==> config.mk <==
export PLATFORM = sky130hd
export DESIGN_NAME = arith_unit
export DESIGN_NICKNAME = d
export VERILOG_FILES = /design/src/rtl/au_pkg.sv /design/src/rtl/sat_adder.sv /design/src/rtl/arith_unit.sv
export SDC_FILE = /design/constraint.sdc
export NUM_CORES = 1
export LEC_CHECK = 0
export BUFFER_PORTS_ARGS = -buffer_cell sky130_fd_sc_hd__buf_2
export CAP_MARGIN = 20
export CORE_ASPECT_RATIO = 0.7
export CORE_MARGIN = 1.5
export CORE_UTILIZATION = 50
export CTS_CLUSTER_SIZE = 10
export DETAILED_ROUTE_END_ITERATION = 10
export GPL_ROUTABILITY_DRIVEN = 0
export GPL_TIMING_DRIVEN = 0
export PLACE_DENSITY = 0.76
export SLEW_MARGIN = 20
export SYNTH_ARGS = -nofsm -noshare
export SYNTH_HDL_FRONTEND = slang
export SYNTH_HIERARCHICAL = 1
export SYNTH_SLANG_ARGS = --single-unit
==> constraint.sdc <==
create_clock -name clk -period 0.8 [get_ports clk]
set_input_delay 0.04 -clock clk [delete_from_list [all_inputs] [get_ports clk]]
set_output_delay 0.04 -clock clk [all_outputs]
set_load 0.02 [all_outputs]
==> src/rtl/au_pkg.sv <==
// Shared constants for the saturating arithmetic unit.
package au_pkg;

  localparam logic [1:0] CMD_ADD    = 2'b00;
  localparam logic [1:0] CMD_SUB    = 2'b01;
  localparam logic [1:0] CMD_PADDSB = 2'b10;

  localparam logic [15:0] SAT16_POS = 16'h7FFF;
  localparam logic [15:0] SAT16_NEG = 16'h8000;
  localparam logic [7:0]  SAT8_POS  = 8'h7F;
  localparam logic [7:0]  SAT8_NEG  = 8'h80;

endpackage

==> src/rtl/sat_adder.sv <==
// W-bit signed saturating adder with carry-in; reports raw carry-out and
// signed overflow alongside the clamped sum.
module sat_adder #(
  parameter int unsigned W = 16
) (
  input  logic [W-1:0] x,
  input  logic [W-1:0] y,
  input  logic         cin,
  output logic [W-1:0] sum,
  output logic         cout,
  output logic         ovf
);

  logic [W:0] raw;

  assign raw  = {1'b0, x} + {1'b0, y} + {{W{1'b0}}, cin};
  assign cout = raw[W];
  assign ovf  = (x[W-1] == y[W-1]) && (raw[W-1] != x[W-1]);

  // Overflow direction follows the operands' common sign.
  always_comb begin
    sum = raw[W-1:0];
    if (ovf) begin
      sum = x[W-1] ? {1'b1, {(W-1){1'b0}}} : {1'b0, {(W-1){1'b1}}};
    end
  end

endmodule

==> src/rtl/arith_unit.sv <==
// Execute-stage saturating ALU: ADD, SUB and paired-byte PADDSB with
// registered result and carry/overflow/negative flags (1-cycle latency).
module arith_unit
  import au_pkg::*;
(
  input  logic        clk,
  input  logic        rst,
  input  logic [1:0]  cmd,
  input  logic [15:0] a,
  input  logic [15:0] b,
  output logic [15:0] result,
  output logic        cout,
  output logic        v,
  output logic        n
);

  logic        is_sub;
  logic [15:0] y16;
  logic [15:0] sum16;
  logic        c16, o16;
  logic [7:0]  sum_hi, sum_lo;
  logic        c_hi, o_hi, c_lo, o_lo;

  logic [15:0] result_d, result_q;
  logic        cout_d, cout_q;
  logic        v_d, v_q;

  // SUB reuses the adder as a + ~b + 1.
  assign is_sub = (cmd == CMD_SUB);
  assign y16    = is_sub ? ~b : b;

  sat_adder #(.W(16)) u_add16 (
    .x    (a),
    .y    (y16),
    .cin  (is_sub),
    .sum  (sum16),
    .cout (c16),
    .ovf  (o16)
  );

  sat_adder #(.W(8)) u_add_hi (
    .x    (a[15:8]),
    .y    (b[15:8]),
    .cin  (1'b0),
    .sum  (sum_hi),
    .cout (c_hi),
    .ovf  (o_hi)
  );

  sat_adder #(.W(8)) u_add_lo (
    .x    (a[7:0]),
    .y    (b[7:0]),
    .cin  (1'b0),
    .sum  (sum_lo),
    .cout (c_lo),
    .ovf  (o_lo)
  );

  // Low-lane carry is intentionally dropped: lanes are independent.
  always_comb begin
    result_d = sum16;
    cout_d   = c16;
    v_d      = o16;
    if (cmd[1]) begin
      result_d = {sum_hi, sum_lo};
      cout_d   = c_hi;
      v_d      = o_hi | o_lo;
    end
  end

  always_ff @(posedge clk or posedge rst) begin
    if (rst) begin
      result_q <= '0;
      cout_q   <= 1'b0;
      v_q      <= 1'b0;
    end else begin
      result_q <= result_d;
      cout_q   <= cout_d;
      v_q      <= v_d;
    end
  end

  assign result = result_q;
  assign cout   = cout_q;
  assign v      = v_q;
  assign n      = result_q[15];

  logic unused_c_lo;
  assign unused_c_lo = c_lo;

endmodule

==> metrics.md <==
| Metric | Value |
|---|---|
| Synth Cell Area | 3060 um2 |
| Worst setup startpoint | cmd[1] |
| Initial antenna violation count | 0 |
| Final HPWL DP | 6360 um |
| Syn_area_per_cell | 8.68 um2 |
| Via/cell ratio | 6.58 |
| Clk slew on worst S/H paths | 60 ps |
| Largest net degree at the start of global routing | 19 |
| FP Rows | 23 |
| Final wirelength | 10,700 um |
| Crit share post-route | 341% |
| Max VDD drop | 0.000672 V |
| Synth-to-layout area growth | 46.3% |
| Max-cap check violation count | 0 |
| Num CTS Buffers | 3 |
| Min cycle time layout | 2730 ps |
| Max-slew violations | 0 |
| Finished Cell Area | 4480 um2 |
| Via count of the routed design | 3,501 |
| Tot GR Track Use | 30.0% |
| Power Density | 1730 nW/um2 |
| Slew Limit Headroom | 57.4% |
| Die Ht | 68.5 um |
| Worst Path Required | 1000 ps |
| Placed Area | 3490 um2 |
| Final core occ | 77.1% |
| DR iter-0 viols | 386 |
| CP endpoint | result[10]$_DFF_PP0_ |
| Drt wl/cell | 20.1 um |
| Leak Pwr | 2.04 nW |
| PnR worst setup slack | -1930 ps |
| Fillers | 375 |
| Chip width | 96.6 um |
| Slowest CP cell | fa_2 |
| ANT nets after route | 0 |
| CP endpoint kind | flop |
| Status | finished with violations |
| FMAX | 0.366 GHz |
| Critical path type | in -> reg |
| Buffers added on ports | 54 |
| Global-route wire length before repair | 15,000 um |
| CP Max Fanout | 5 |
| N_diodes | 0 |
| Worst-Margin Slew | 639 ps |
| H-tree depth | 1 |
| Hold Fails Final Rpt | 18 |
| Starting Density | 52.7% |
| Number of global-route vias before repair | 3,000 |
| Maximum clock insertion buffer count | 2 |
| Clk sink count | 18 |
| Nets | 529 |
| Failing checks | negative hold slack, negative setup slack |
| Residual DRC | 0 |
| CP Launch Type | input port |
| Yosys warning count | 6 |
| Cell count after synthesis | 353 |
| Die area | 6610 um2 |
| WP data arrival | 2930 ps |
| Core area | 5810 um2 |
| CTS tree | built |
| Slowest cell delay on critical path | 410 ps |
| Cell mode on critical path | fa_2 |
| Kind of path behind the tightest hold check | in -> async |
| Root Buffer | clkbuf_8 |
| RSZ-0062 raised after global routing | yes |
| Number of detailed-route iterations in the first pass | 5 |
| Share of layout cells above drive strength 1 | 44.6% |
| Io pins | 55 |
| Worst-path cell chain | buf_6 > nand2b_4 > buf_12 > inv_4 > fa_2 > fa_2 > a211oi_4 > o211ai_1 > buf_4 > a2111oi_4 > a311oi_4 > a21o_1 > a22oi_2 > mux2_4 |
| Final hold slack | -146 ps |
| Grt total ovfl | 0 |
| Final Setup Violations | 26 |
## layer usage
metal | wire length, um | global-route usage, %
met1 | 4260 | 42.0
met3 | 1090 | 1.33
met4 | 284 | 8.15
met2 | 5080 | 50.3
met5 | 0 | 0
## final cells by class
class / instances / area (um2) / area share, %
clock buffer: 4 / 55.1 / 1.23
multi-input combinational: 311 / 2900 / 64.6
inverter: 9 / 36.3 / 0.810
tap: 75 / 93.8 / 2.09
sequential: 18 / 450 / 10.1
buffer: 14 / 124 / 2.76
timing repair buffer: 101 / 827 / 18.5
## how the worst min path moves through the flow
stage / start / endpoint / cells past startpoint
after floorplan: rst / cout$_DFF_PP0_ / 1
after global placement: rst / result[7]$_DFF_PP0_ / 2
after detailed placement: rst / result[2]$_DFF_PP0_ / 2
after CTS: rst / result[2]$_DFF_PP0_ / 2
after global routing: rst / v$_DFF_PP0_ / 2
final: rst / v$_DFF_PP0_ / 2
## where the power goes
group          switching (mW)  internal, mW  leakage, nW
logic                    2.96          2.80         1.80
clock network           0.286         0.438       0.0288
registers               0.120          1.16        0.212
total                    3.37          4.40         2.04
## worst max-delay path: cells and delay by family
| kind | cells | cell delay [ps] |
|---|---|---|
| AND/OR/NAND/NOR | 1 | 190 |
| AO/OA/AOI/OAI | 6 | 1260 |
| buffers and inverters | 4 | 450 |
| multiplexers | 1 | 160 |
| adder cells (fa/ha/maj) | 2 | 810 |
## cell usage in the layout (no fill, tap or decap), drive strengths merged, types with 8 or more instances in the layout
| cell type | instances |
|---|---|
| a21o | 21 |
| a21oi | 23 |
| buf | 110 |
| clkbuf | 9 |
| dfrtp | 18 |
| ha | 29 |
| inv | 9 |
| mux2 | 18 |
| nand2 | 24 |
| nor2 | 19 |
| nor3 | 10 |
| o21ai | 40 |
| xnor2 | 22 |
| xor2 | 8 |
## per-stage QoR
step                setup TNS [ps]  cells  power (mW)  setup WS, ps
global route                -33900    532        8.17         -2020
floorplan                   -28320    354        4.28         -1810
CTS                         -29290    525        7.11         -1770
finish                      -31820    532        7.76         -1930
global placement            -35160    483        5.19         -2190
detailed placement          -36220    483        5.29         -2220
## registers in the layout, indices dropped and copies added (netlist names)
signal / flops
result: 16
v: 1
cout: 1
## timing repair
| item | 4_1_cts | 5_1_grt |
|---|---|---|
| setup buffers | 37 | 8 |
| cloned | 3 | 0 |
| gates resized for setup | 91 | 32 |
| hold endpoints to repair | 18 | 18 |
| setup endpoints to repair | 37 | 37 |
| pin swaps | 40 | 22 |
No activity file was read; power rests on OpenSTA's default activity.
